`config.mk`:
```
export PLATFORM = sky130hd
export DESIGN_NAME = prm_edge_scan_ctrl
export DESIGN_NICKNAME = d
export VERILOG_FILES = /design/src/rtl/prm_edge_scan_ctrl.sv
export SDC_FILE = /design/constraint.sdc
export NUM_CORES = 1
export LEC_CHECK = 0
export BUFFER_PORTS_ARGS = -buffer_cell sky130_fd_sc_hd__buf_2
export CORE_ASPECT_RATIO = 1.4
export CORE_MARGIN = 1
export CORE_UTILIZATION = 27
export DETAILED_ROUTE_END_ITERATION = 16
export SETUP_SLACK_MARGIN = 0.5
export SLEW_MARGIN = 5
export SYNTH_ARGS = -nofsm -noshare
export SYNTH_HDL_FRONTEND = slang
export SYNTH_SLANG_ARGS = --single-unit
```
`constraint.sdc`:
```
create_clock -name clk -period 8.5 [get_ports clk]
set_input_delay 0.425 -clock clk [delete_from_list [all_inputs] [get_ports clk]]
set_output_delay 0.425 -clock clk [all_outputs]
set_load 0.01 [all_outputs]
```
`src/rtl/prm_edge_scan_ctrl.sv`:
```
// PRM edge-scan sequencer: walks the edge-checker bank for one latched obstacle code
// and streams blocked edge indices through a small credit-limited FIFO.
module prm_edge_scan_ctrl #(
    parameter int N_EDGE  = 256,
    parameter int IDX_W   = 8,
    parameter int OBS_W   = 15,
    parameter int CHK_LAT = 1,
    parameter int FIFO_D  = 4
) (
    input  logic             clk,
    input  logic             rst_n,
    input  logic             start,
    input  logic             abort,
    input  logic [OBS_W-1:0] obs_vec,
    output logic [OBS_W-1:0] chk_obs,
    output logic [IDX_W-1:0] chk_idx,
    output logic             chk_issue,
    input  logic             chk_mask,
    output logic             edge_valid,
    output logic [IDX_W-1:0] edge_idx,
    input  logic             edge_ready,
    output logic             busy,
    output logic             done,
    output logic [IDX_W:0]   blocked_cnt
);

    localparam logic [1:0] ST_IDLE  = 2'd0;
    localparam logic [1:0] ST_SCAN  = 2'd1;
    localparam logic [1:0] ST_DRAIN = 2'd2;
    localparam logic [1:0] ST_DONE  = 2'd3;

    localparam int PTR_W = $clog2(FIFO_D);
    localparam logic [IDX_W-1:0] LAST_IDX = IDX_W'(N_EDGE - 1);

    logic [1:0]         state;
    logic [CHK_LAT-1:0] pipe_v;
    logic [CHK_LAT-1:0] pipe_v_nxt;
    logic [IDX_W-1:0]   pipe_idx [CHK_LAT];
    logic [IDX_W-1:0]   fifo_mem [FIFO_D];
    logic [PTR_W-1:0]   rd_ptr;
    logic [PTR_W-1:0]   wr_ptr;
    logic [PTR_W:0]     fifo_cnt;
    logic [PTR_W:0]     fifo_cnt_nxt;
    logic [15:0]        occupancy;
    logic               flush;
    logic               push;
    logic               pop;

    // Every issued query reserves a FIFO slot until its result lands, so the FIFO cannot overflow.
    always_comb begin
        occupancy = 16'(fifo_cnt);
        for (int i = 0; i < CHK_LAT; i++) begin
            occupancy = occupancy + 16'(pipe_v[i]);
        end
    end

    assign chk_issue    = (state == ST_SCAN) && (occupancy < 16'(FIFO_D));
    assign flush        = abort && (state != ST_IDLE);
    assign push         = pipe_v[CHK_LAT-1] && chk_mask && !flush;
    assign pop          = edge_valid && edge_ready;
    assign pipe_v_nxt   = CHK_LAT'({pipe_v, chk_issue});
    assign fifo_cnt_nxt = fifo_cnt + (PTR_W+1)'(push) - (PTR_W+1)'(pop);

    assign edge_valid = (fifo_cnt != '0);
    assign edge_idx   = edge_valid ? fifo_mem[rd_ptr] : '0;
    assign busy       = (state == ST_SCAN) || (state == ST_DRAIN);
    assign done       = (state == ST_DONE);

    always_ff @(posedge clk or negedge rst_n) begin
        if (!rst_n) begin
            state       <= ST_IDLE;
            chk_obs     <= '0;
            chk_idx     <= '0;
            blocked_cnt <= '0;
        end else if (flush) begin
            state <= ST_IDLE;
        end else begin
            if (push) begin
                blocked_cnt <= blocked_cnt + 1'b1;
            end
            case (state)
                ST_IDLE: begin
                    if (start && !abort) begin
                        chk_obs     <= obs_vec;
                        chk_idx     <= '0;
                        blocked_cnt <= '0;
                        state       <= ST_SCAN;
                    end
                end
                ST_SCAN: begin
                    if (chk_issue) begin
                        if (chk_idx == LAST_IDX) begin
                            state <= ST_DRAIN;
                        end else begin
                            chk_idx <= chk_idx + 1'b1;
                        end
                    end
                end
                ST_DRAIN: begin
                    // Leave once nothing will be in flight or buffered next cycle.
                    if ((pipe_v_nxt == '0) && (fifo_cnt_nxt == '0)) begin
                        state <= ST_DONE;
                    end
                end
                default: begin
                    state <= ST_IDLE;
                end
            endcase
        end
    end

    always_ff @(posedge clk or negedge rst_n) begin
        if (!rst_n) begin
            pipe_v   <= '0;
            rd_ptr   <= '0;
            wr_ptr   <= '0;
            fifo_cnt <= '0;
            for (int i = 0; i < CHK_LAT; i++) begin
                pipe_idx[i] <= '0;
            end
        end else if (flush) begin
            pipe_v   <= '0;
            rd_ptr   <= '0;
            wr_ptr   <= '0;
            fifo_cnt <= '0;
        end else begin
            pipe_v      <= pipe_v_nxt;
            pipe_idx[0] <= chk_idx;
            for (int i = 1; i < CHK_LAT; i++) begin
                pipe_idx[i] <= pipe_idx[i-1];
            end
            if (push) begin
                wr_ptr <= wr_ptr + 1'b1;
            end
            if (pop) begin
                rd_ptr <= rd_ptr + 1'b1;
            end
            fifo_cnt <= fifo_cnt_nxt;
        end
    end

    always_ff @(posedge clk) begin
        if (push) begin
            fifo_mem[wr_ptr] <= pipe_idx[CHK_LAT-1];
        end
    end

endmodule

```
Yosys cells after proc, flatten, opt, wreduce, memory -nomap -nowiden

Memories as Yosys holds them, arrays and structs flattened.
Index checks and enable logic that the tools add are counted.

Reductions and logical operators: 20
Add/subtract/negate cells: 7
Equal/unequal tests: 11
Muxes and demuxes: 22
Bitwise operators: 2
$lt $le $gt $ge: 1

Operators with widths:

| operator            | number |
|---|---|
| $mux 8              | 4 |
| $mux 9              | 3 |
| $mux 2              | 9 |
| $pmux 8 s2          | 1 |
| $add 9x1->9 const B | 1 |
| $add 8x1->8 const B | 1 |
| $eq 8x8->1 const B  | 1 |
| $reduce_bool 2->1   | 4 |
| $logic_and 1x1->1   | 7 |
| $ne 2x2->1 const B  | 3 |
| $ne 3x2->1 const B  | 2 |
| $ne 3x3->1 const B  | 2 |
| $pmux 2 s3          | 1 |
| $reduce_and 5->1    | 1 |
| $add 2x1->2 const B | 2 |
| $add 3x1->4         | 1 |
| $eq 2x2->1 const B  | 2 |
| $lt 4x3->1 const B  | 1 |
| $reduce_and 4->1    | 1 |
| $add 3x1->3         | 1 |
| $logic_not 3->1     | 1 |
| $mux 1              | 3 |
| $mux 3              | 1 |
| $reduce_and 3->1    | 1 |
| other kinds (7)     | 9 |

Memories kept: 1
Register bits: 50
Output and inout port bits: 44
Memory bits (writable): 32

Memories:

| name     | depth | width | rd ports | clocked after Yosys merged registers in | write ports | RTL line | source |
|---|---|---|---|---|---|---|---|
| fifo_mem | 4     | 8     | 1        | 0                                       | 1           | 39       | `logic [IDX_W-1:0] fifo_mem [FIFO_D];` |

Depth between registers and ports, before layout

Gate-level depths: netlist (run 1).

Word-level depth: 11
Gate-level depth with buffers: 16
Mapped depth without buffers: 15

Worst setup path after synthesis (run 1)

OpenSTA, ideal clock, no wires.

Path type: flip-flop to flip-flop
Start: register state[0]
End: register state[1]
Library setup time: 79 ps
Data arrival time: 3,138 ps
Buffers on the path: 1
Required time: 8,421 ps
Period minus slack after synthesis: 3,217 ps
Setup slack: 5,283 ps
Cell stages (with the launch flop): 17
Cells stage by stage: dfrtp_1 -> inv_1 -> ha_1 -> nor2b_1 -> clkbuf_1 -> nor2_1 -> inv_2 -> ha_1 -> inv_1 -> ha_1 -> inv_1 -> fa_1 -> xnor2_1 -> nand3b_1 -> a21o_1 -> a311oi_1 -> mux2i_1

Longest elaborated chain between the ends: 10

Ends and longest elaborated chain:

| what                              | RTL line | source |
|---|---|---|
| from (decl)                       | 35       | `logic [1:0] state;` |
| from (signal assigned)            | 71       | `state <= ST_IDLE;` |
| from (signal assigned)            | 76       | `state <= ST_IDLE;` |
| from (signal assigned)            | 87       | `state <= ST_SCAN;` |
| $reduce_bool 2->1                 | 58       | `assign flush = abort && (state != ST_IDLE);` |
| $logic_and 1x1->1                 | 58       |  |
| $logic_not 1->1                   | 59       | `assign push = pipe_v[CHK_LAT-1] && chk_mask && !flush;` |
| $logic_and 1x1->1                 | 59       |  |
| $add 3x1->3                       | 62       | `assign fifo_cnt_nxt = fifo_cnt + (PTR_W+1)'(push) - (PTR_W+1)'(pop);` |
| $sub 3x1->3                       | 62       |  |
| $logic_not 3->1                   | 101      | `if ((pipe_v_nxt == '0) && (fifo_cnt_nxt == '0)) begin` |
| $logic_and 1x1->1                 | 101      |  |
| $ne 3x2->1 (no source line)       | --       |  |
| $reduce_and 4->1 (no source line) | --       |  |

Parallel ways exist; a longest one is shown, timed or not.
A chain may end at the register's enable or synchronous reset.

Worst setup path in the final report (run 1)

Start: register state[1]
End: register state[0]

Same word-level chain as after synthesis.

==> summary.txt, run 1 <==
Drt pass-1 iters -> 4
WP data arrival -> 3930 ps
GRT overflow -> 0
Critical path origin -> state[1]
Mean post-synth cell area -> 12.8 sq um
Detailed-route vias per instance -> 4.36
CTS resizes -> 0
CTS HTree Levels -> 3
First-pass GRT wire length -> 12300 um
Type of the most critical hold path -> input pin to asynchronous set/reset pin
Startpoint types -> flip-flop
Buf/Inv on CP -> 5
Number of hold violations in the final report -> 0
Fmax -> 273 MHz
Post-synth EDFFs -> 32
Hold-fix buffers, CTS -> 0
Slew @ Worst Pin -> 707 ps
TritonCTS clock tree -> built
Residual DRC count -> 0
Post-synthesis instance total -> 288
Stages on worst setup path -> 16
Clock Sinks -> 82
Post-DP HPWL -> 5290 um
Min Tclk post-route -> 3660 ps
Worst-path clk slew -> 60 ps
Critical path class -> flip-flop to flip-flop
Layout cell share with drive strength beyond 1 -> 26.5%
Synth cell types -> 47
Skew-Pair Late Insertion Delay -> 330 ps
Synthesis-to-layout area growth -> 21.6%
WL final -> 7280 um
Root buf cell -> clkbuf_16
Die Wd -> 101 um
RSZ-0062 raised after global routing -> false
Antenna-violating nets left -> 0
Core Rows -> 50
Die area -> 14100 sq um
Slew HR -> 52.8%
CP delay by family, top -> adder cells
Iteration-0 DRC Markers -> 110
Worst-path cell chain -> inv_1 > ha_1 > nor2b_1 > buf_4 > nor2_1 > inv_2 > ha_1 > inv_1 > ha_1 > inv_1 > fa_1 > xnor2_1 > nand3b_1 > a21o_1 > a311oi_1 > o32a_1
Pre-CTS setup slack -> 4820 ps
Worst R2R Start -> state[1]
Yosys warning total -> 0
R2r setup slk -> 4840 ps
CTS Buf Count -> 9
Synthesized flop and latch total -> 82
CP Capture Type -> flip-flop
Die Span Y -> 140 um
Skew final -> 6.72 ps
CP endpoint -> state[0]
Cell leakage power -> 0.00196 uW
N_diodes -> 0
WHS -> 118 ps
CP max stage delay -> 420 ps
Vias in the first global route -> 2477
Setup tns final -> 0 ps
Total Nets Final -> 388
Syn nets -> 323
Max Cap Violations -> 0
Vias -> 2356
Mean routed wirelength per cell -> 13.5 um
Post-CTS setup buffer count -> 0
Fillers -> 1326
Async S/R FF share, synth -> 61.0%
Starting density of the core -> 27.6%
Initial antenna violation count -> 0
Fin crit share -> 43.1%
Largest net degree at the start of global routing -> 51
Core Region -> 13300 sq um
PortBufs -> 64
R2R Path End -> state[0]
Mapped Area -> 3680 sq um
PnR worst setup slack -> 4840 ps
Top FF cell, synth -> dfrtp_1
Max Root-Sink Buffers -> 2
GRT Util Overall -> 11.4%
Peak supply drop -> 138 uV
Slowest-stage cell, CP -> nor2_1
Worst-path fanout max -> 17
Sequential area share after synthesis -> 60.1%
Worst R2R Path Depth -> 16
Power consumption -> 1410 uW
CP required -> 8770 ps
GP Congestion -> 0.767
Setup Viol. Count Final -> 0
Max-slew violation count -> 0
# IOs -> 65
Pwr/cell area -> 314 nW/um^2
Status -> complete, no violations
==> per-layer routing <==
metal | GRT usage (%) | share of wire, %
met5 | 0 | 0
met4 | 4.50 | 1.9
met1 | 12.8 | 41
met3 | 3.04 | 3.1
met2 | 20.2 | 54
==> stage by stage <==
| stage | util [%] | instances | area [sq um] |
|---|---|---|---|
| finish | 33.6 | 540 | 4480 |
| global placement | 31.4 | 524 | 4190 |
| floorplan | - | 288 | 3680 |
| global route | 33.6 | 540 | 4480 |
| CTS | 33.6 | 540 | 4470 |
| detailed placement | 31.4 | 524 | 4190 |
==> synth_stat cells, types with 4 or more instances <==
library cell / number / area, sq um
mux4_2: 8 / 180
and2_1: 15 / 93.8
nor2_1: 20 / 75.1
a32o_1: 4 / 40.0
a21oi_1: 4 / 20.0
xnor2_1: 9 / 78.8
nand2_1: 39 / 146
mux2_1: 15 / 169
inv_1: 11 / 41.3
ha_1: 13 / 163
nand4_1: 4 / 25.0
nand3_1: 9 / 45.0
clkbuf_1: 7 / 26.3
dfrtp_1: 50 / 1250
edfxtp_1: 32 / 961
==> placed cells by master, fill, tap and decap left out, drive strengths merged <==
master / count
a21o: 2
nor2b: 3
clkinv: 3
or2: 3
nand4: 4
nor4: 1
o32a: 1
dfrtp: 50
nand3: 10
nand2b: 3
inv: 16
nor3b: 2
mux2i: 2
o2bb2ai: 1
a21boi: 1
a32o: 4
nand2: 39
o211ai: 1
and3: 2
xor2: 3
a211o: 1
a311oi: 1
o21a: 1
a21oi: 4
or3: 3
nand3b: 1
fa: 1
buf: 66
ha: 13
nor3: 3
nand4bb: 1
nor2: 20
a31o: 1
o21ai: 2
mux4: 8
xnor2: 9
edfxtp: 32
and2: 16
mux2: 15
clkbuf: 9
==> worst register-to-register path: cells and delay by family (launching register included) <==
| kind | cells | cell delay (ps) |
|---|---|---|
| buffers and inverters | 5 | 510 |
| AOI/OAI and AO/OA | 3 | 790 |
| and+or+nand+nor | 3 | 600 |
| DFF | 1 | 410 |
| xor gates and xnor gates | 1 | 210 |
| adders and majority gates | 4 | 1080 |
==> how the worst min path moves through the flow <==
stage	start	end	slack, ps
floorplan	rst_n	blocked_cnt[0]	130
finish	rst_n	blocked_cnt[6]	120
detailed placement	chk_obs[8]	chk_obs[8]	470
global route	rst_n	blocked_cnt[7]	180
global placement	chk_obs[10]	chk_obs[10]	460
CTS	obs_vec[5]	chk_obs[5]	300
==> cells by family after synthesis <==
logic type | Yosys count | synth area share, %
buffers and inverters | 24 | 2.92
AOI/OAI and AO/OA | 20 | 4.15
muxes | 25 | 10.0
and+or+nand+nor | 111 | 15.0
adders and majority gates | 14 | 4.96
DFF | 82 | 60.1
xor gates and xnor gates | 12 | 2.86
==> cell type report <==
cell class,instances,area (sq um),area share [%]
flip-flops and latches,82,2210,49.4
multi-input cells,182,1370,30.6
repair buffers,66,338,7.55
well taps,182,228,5.09
clock buffers,9,225,5.03
clock inverters,7,60.1,1.34
inverters,12,45.0,1.01
==> registers in the layout (all words and copies together), names as in the netlist, 3 cells and up <==
register	cells
fifo_mem	32
chk_obs	15
blocked_cnt	9
chk_idx	8
pipe_idx	8
fifo_cnt	3
==> report_power, final <==
group / total (uW) / internal [uW] / switching, uW / leakage, uW
clock: 365 / 203 / 162 / 0.000143
sequential: 568 / 495 / 73.6 / 0.000963
combinational: 472 / 222 / 250 / 0.000859
total: 1410 / 920 / 485 / 0.00196
Power figures use the tool's default switching activity.
==> inputs of run 2 (changes only) <==
Settings changed: ABC_AREA set to 1.
Clock period 8.5 ns to 3.34 ns, I/O delays scaled along.
==> summary.txt, run 2 <==
Vias -> 2908 (+23%)
Type of the most critical hold path -> input pin to flip-flop
P_sw -> 1410 uW (+190%)
Number of hold violations in the final report -> 0 (unchanged)
Slew HR -> 44.0% (-8.9 points)
Total Nets Final -> 518 (+34%)
Peak supply drop -> 300 uV (+120%)
Clock Sinks -> 82 (unchanged)
Setup tns final -> 0 ps (unchanged)
Startpoint types -> flip-flop
Clock power share -> 25.3% (-0.7 points)
Buf/Inv on CP -> 4 (-1)
Hold path start -> obs_vec[7]
Async S/R FF share, synth -> 61.0% (unchanged)
Worst-path clk slew -> 60 ps (about the same)
Most frequent cells after synthesis -> nand2_1, nor2_1, dfrtp_1
WP data arrival -> 2890 ps (-1040 ps)
First-pass GRT wire length -> 13500 um (+9.4%)
CP max stage delay -> 510 ps (+90 ps)
Drt pass-1 iters -> 5 (+1)
Die area -> 14700 sq um (+4.2%)
Synthesis-to-layout area growth -> 20.9%
Leading cell type in the layout, fill and taps excluded -> nand2_1
Synth cell types -> 31 (-34%)
Count leader, synth -> nand2_1
CTS HTree Levels -> 3 (unchanged)
Sequential area share after synthesis -> 57.6% (-2.5 points)
Placed cell area -> 4330 sq um (+3.5%)
Finished Cell Area -> 4640 sq um (+3.7%)
Synthesized flop and latch total -> 82 (unchanged)
Top FF cell, synth -> dfrtp_1
Combinational power share -> 36.0% (+2.4 points)
Initial antenna violation count -> 0 (unchanged)
Post-synthesis simple-gate area fraction -> 23.4% (+8.4 points)
Post-synth top area share -> 32.6% (-1.4 points)
Mean routed wirelength per cell -> 12.7 um (-6.2%)
GRT Util Overall -> 12.2% (+0.79 points)
Core Rows -> 51 (+2.0%)
Largest register FFs -> 32 (unchanged)
CP required -> 3560 ps (-5210 ps)
Max-slew violation count -> 0 (unchanged)
Top reg by flops -> fifo_mem
CP Capture Type -> flip-flop
Post-synth EDFFs -> 32 (unchanged)
Critical Path Most Common Cell -> nand2_1
PortBufs -> 64 (unchanged)
Die Wd -> 103 um (+2.1%)
GP Congestion -> 0.820 (+7.0%)
TritonCTS clock tree -> built
Status -> complete, no violations
Yosys warning total -> 0 (unchanged)
Mapped Area -> 3840 sq um (+4.3%)
# IOs -> 65 (unchanged)
Pwr/cell area -> 790 nW/um^2 (+150%)
Worst-path cell chain -> inv_1 > ha_4 > inv_2 > nand2_4 > nand2_4 > ha_1 > inv_1 > ha_1 > inv_1 > fa_1 > nand2_1 > nor2_1 > nand2_1 > nand2_1 > nand2_1 > nand2_1 > nand2_1
Worst-path fanout max -> 13 (-4)
Critical path origin -> state[1]
Skew-Pair Late Insertion Delay -> 340 ps (about the same)
Xor/xnor share of the synthesized area -> 0.456% (-2.4 points)
Cell taking the most area after synthesis -> dfrtp_1
WHS -> 25.8 ps (-92.6 ps)
Mean post-synth cell area -> 9.21 sq um (-28%)
Adder-Cell Fraction of Synth Area -> 4.76% (-0.20 points)
Residual DRC count -> 0 (unchanged)
Vias in the first global route -> 2785 (+12%)
Synth Area in Compound Gates -> 7.86% (+3.7 points)
Setup Viol. Count Final -> 0 (unchanged)
PnR worst setup slack -> 670 ps (-4170 ps)
Main combinational cell family by area after synthesis -> simple AND/OR/NAND/NOR gates
Core Region -> 13900 sq um (+4.4%)
Top cells by area, synth -> dfrtp_1, edfxtp_1, nand2_1, nor2_1, ha_1
Most frequent cells in the layout -> nand2_1, nor2_1, buf_2
Fin crit share -> 79.9% (+37 points)
Max Root-Sink Buffers -> 2 (unchanged)
Antenna-violating nets left -> 0 (unchanged)
RSZ-0062 raised after global routing -> false
GRT overflow -> 0 (unchanged)
Fmax -> 375 MHz (+37%)
Post-synthesis instance total -> 417 (+45%)
Largest net degree at the start of global routing -> 33 (-35%)
Core Util, Final -> 33.4% (-0.24 points)
Power Internal -> 2260 uW (+150%)
WL final -> 8510 um (+17%)
Starting density of the core -> 27.6% (-0.030 points)
Post-DP HPWL -> 6090 um (+15%)
Layout cell share with drive strength beyond 1 -> 22.3% (-4.2 points)
Root buf cell -> clkbuf_16
Max Cap Violations -> 0 (unchanged)
CTS Buf Count -> 9 (unchanged)
Critical path class -> flip-flop to flip-flop
Slew @ Worst Pin -> 837 ps (+130 ps)
Post-synthesis mux area share -> 0% (-10 points)
Seq pwr share -> 38.7% (-1.7 points)
Cell leakage power -> 0.00218 uW (+11%)
Slowest-stage cell, CP -> fa_1
Syn nets -> 452 (+40%)
Die Span Y -> 143 um (+2.1%)
Worst R2R Start -> state[1]
Largest regs -> fifo_mem x32, chk_obs x15, blocked_cnt x9
Skew final -> 5.34 ps (-1.38 ps)
Iteration-0 DRC Markers -> 128 (+16%)
Detailed-route vias per instance -> 4.32 (-0.96%)
Min Tclk post-route -> 2670 ps (-990 ps)
CP delay by family, top -> adder cells
Pre-CTS setup slack -> 650 ps (-4170 ps)
Sw frac -> 38.5% (+4.0 points)
N_diodes -> 0 (unchanged)
## run 2: worst reg2reg max path, cell delays in order (launching register included)
cell and delay [ps]:
dfrtp_1 420, inv_1 130, ha_4 170, inv_2 60, nand2_4 90, nand2_4 110, ha_1 300, inv_1 70
ha_1 130, inv_1 40, fa_1 510, nand2_1 60, nor2_1 100, nand2_1 60, nand2_1 100, nand2_1 80
nand2_1 70, nand2_1 50
## run 2: final cells by class
| type | instances | area [sq um] |
|---|---|---|
| Clock inverter | 5 | 40.0 |
| Tap cell | 185 | 231 |
| Fill cell | 1494 | 9270 |
| Clock buffer | 11 | 243 |
| Inverter | 41 | 155 |
| Sequential cell | 82 | 2210 |
| Multi-Input combinational cell | 282 | 1410 |
| Timing Repair Buffer | 67 | 345 |
## run 2: cells by family after synthesis
| logic type | after synthesis |
|---|---|
| fa+ha+maj | 14 |
| flops | 82 |
| simple gates | 213 |
| xor+xnor | 2 |
| buf+inv | 53 |
| compound gates | 53 |
## run 2: per-layer routing
| layer | up-vias | GRT usage, % | wire [um] |
|---|---|---|---|
| met5 | - | 0 | 0 |
| met4 | 0 | 6.52 | 210 |
| met3 | 14 | 2.55 | 236 |
| met2 | 51 | 21.0 | 4550 |
| met1 | 1374 | 13.9 | 3520 |
| li1 | 1469 | - | - |
## run 2: final timing paths
path,slack (ps),end,cells past startpoint
setup / recovery,670,state[1],17
hold / removal,30,chk_obs[7],3
setup reg to reg,670,state[1],17
hold reg to reg,470,chk_obs[9],2
max in group asynchronous,2170,wr_ptr[1],3
min in group asynchronous,430,chk_idx[6],2
## run 2: per-stage QoR
stage	power (uW)	cells
5_1_grt	3930	673
3_5_place_dp	2740	656
2_1_floorplan	2320	417
6_report	3670	673
3_3_place_gp	2700	656
4_1_cts	3690	673
## run 2: repair_timing
action,in CTS,in global routing
buffers inserted,0,0
resized for setup,0,3
setup endpoints to repair,0,2
hold buffers,1,0
endpoints found under the hold margin,31,0
## run 2: power groups by stage
stage / logic, uW / registers (uW) / clock network [uW]
final: 1320 / 1420 / 927
after global routing: 1500 / 1440 / 987
after CTS: 1320 / 1420 / 953
after detailed placement: 1310 / 1440 / 0
after global placement: 1280 / 1430 / 0
after floorplan: 903 / 1420 / 0
==> inputs of run 3 (changes only) <==
Settings changed: ABC_AREA 1 to 0.
Clock period 3.34 ns to 2.4 ns, I/O delays scaled along.
==> summary.txt, run 3 (synthesis results as in run 1) <==
GP Congestion -> 0.780 (-4.9%)
Core Rows -> 50 (-2.0%)
Residual DRC count -> 0 (unchanged)
CP Capture Type -> flip-flop
First-pass GRT wire length -> 13300 um (-1.5%)
Iteration-0 DRC Markers -> 100 (-22%)
PortBufs -> 64 (unchanged)
Min Tclk post-route -> 2710 ps (+37.7 ps)
Pwr/cell area -> 1120 nW/um^2 (+42%)
Critical path class -> flip-flop to flip-flop
Total Nets Final -> 426 (-18%)
Drt pass-1 iters -> 10 (+5)
Clock Sinks -> 82 (unchanged)
R2r setup slk -> -310 ps (-980 ps)
Placed insts -> 545 (-17%)
Number of hold violations in the final report -> 0 (unchanged)
Hold Path Cell Cnt -> 2 (-1)
Top reg by flops -> fifo_mem
CTS Buf Count -> 9 (unchanged)
WHS -> 8.20 ps (-17.6 ps)
Startpoint types -> flip-flop
CTS HTree Levels -> 3 (unchanged)
Peak supply drop -> 448 uV (+49%)
Starting density of the core -> 27.6% (+0.030 points)
GRT overflow -> 0 (unchanged)
Failing checks -> negative setup slack
Most frequent cells in the layout -> buf_2, dfrtp_1, nand2_1
Largest register FFs -> 32 (unchanged)
Layout cell share with drive strength beyond 1 -> 37.4% (+15 points)
GRT Util Overall -> 12.4% (+0.23 points)
Post-DP HPWL -> 5720 um (-6.0%)
Max Cap Violations -> 0 (unchanged)
WP data arrival -> 2970 ps (+80 ps)
Setup Viol. Count Final -> 2 (+2)
Die Span Y -> 140 um (-2.0%)
RSZ-0062 raised after global routing -> true
Antenna-violating nets left -> 0 (unchanged)
WL final -> 7970 um (-6.4%)
Non-filler instance count after layout -> 578 (-14%)
Worst-path clk slew -> 60 ps (about the same)
Synthesis-to-layout area growth -> 34.4%
Core Region -> 13300 sq um (-4.2%)
Largest regs -> fifo_mem x32, chk_obs x15, blocked_cnt x9
Fin crit share -> 113% (+33 points)
R2R Path End -> state[1]
Pre-CTS setup slack -> -327 ps (-977 ps)
Detailed-route vias per instance -> 4.35 (+0.70%)
Status -> complete, but fails checks
Slew HR -> 68.5% (+25 points)
Die area -> 14100 sq um (-4.0%)
Setup tns final -> -595 ps (-595 ps)
Hold path start -> obs_vec[3]
Largest net degree at the start of global routing -> 37 (+12%)
Skew-Pair Late Insertion Delay -> 340 ps (about the same)
Root buf cell -> clkbuf_16
Skew final -> 7.83 ps (+2.49 ps)
Worst R2R Start -> fifo_cnt[0]
Max Root-Sink Buffers -> 2 (unchanged)
TritonCTS clock tree -> built
CP required -> 2670 ps (-890 ps)
Power consumption -> 5530 uW (+51%)
WHS Endpoint -> chk_obs[3]
Worst R2R Path Depth -> 11 (-6)
# IOs -> 65 (unchanged)
PnR worst setup slack -> -308 ps (-978 ps)
Cell leakage power -> 0.00216 uW (-0.81%)
N_diodes -> 0 (unchanged)
Initial antenna violation count -> 0 (unchanged)
Mean routed wirelength per cell -> 13.8 um (+9.0%)
Type of the most critical hold path -> input pin to flip-flop
Leading cell type in the layout, fill and taps excluded -> buf_2
Fmax -> 369 MHz (-1.4%)
Vias -> 2515 (-14%)
Worst-path fanout max -> 2 (-11)
Die Wd -> 101 um (-2.0%)
Vias in the first global route -> 2688 (-3.5%)
Slew @ Worst Pin -> 473 ps (-365 ps)
Max-slew violation count -> 0 (unchanged)
==> run 3: cell count changes in the layout (fill, tap and decap cells not counted), sizes merged, moves of 16 or more <==
cell / previous run / this run
nand2: 124 / 39
nor2: 67 / 20
o21ai: 36 / 2
buf: 66 / 95
inv: 39 / 14
and2: 0 / 16
==> run 3: area by class of cell <==
| class | instances | area (sq um) |
|---|---|---|
| clock buffer | 9 | 225 |
| inverter | 12 | 45.0 |
| timing repair buffer | 104 | 677 |
| sequential | 82 | 2210 |
| tap | 182 | 228 |
| fill | 1283 | 8380 |
| multi-input combinational | 182 | 1500 |
| clock inverter | 7 | 53.8 |
==> run 3: power by group <==
part	leakage, uW	switching, uW	internal, uW
Clock	0.000135	569	709
Sequential	0.000960	201	1760
Combinational	0.00107	1100	1190
Total	0.00216	1870	3660
==> run 3: how the worst max path moves through the flow <==
stage | start | endpoint | depth (start not counted)
detailed placement | state[1] | state[1] | 14
floorplan | fifo_cnt[0] | state[1] | 12
global route | fifo_cnt[0] | state[1] | 12
CTS | fifo_cnt[0] | state[1] | 11
global placement | fifo_cnt[0] | state[1] | 11
finish | fifo_cnt[0] | state[1] | 11
==> run 3: metrics by stage <==
step                      util, %  area, sq um
after floorplan                 -         3750
after global placement       33.1         4420
after detailed placement     33.1         4420
after CTS                    36.3         4830
after global routing         37.1         4950
final                        37.1         4950
==> run 3: repair_timing <==
item                                    in CTS  in global routing
hold buffers                                 8                  1
gates resized for setup                      5                 18
endpoints found under the setup margin      18                 15
setup buffers                                6                  2
pin swaps                                    5                  8
endpoints found under the hold margin       21                  1
==> run 3: per-layer routing <==
metal | wire (um) | vias up | track usage (%)
met5 | 0 | - | 0
met4 | 155 | 0 | 6.03
met3 | 220 | 10 | 2.84
met2 | 4500 | 31 | 22.9
met1 | 3090 | 1259 | 13.1
li1 | - | 1215 | -
==> run 3: worst max-delay path, cell delays in order (launching register included) <==
cell      delay, ps
dfrtp_1         380
or3_4           390
and2_4          160
ha_4            230
inv_2            60
ha_4            120
inv_2            30
fa_2            540
nand3b_1         80
a21o_1          170
a311oi_2        270
mux2i_1         210
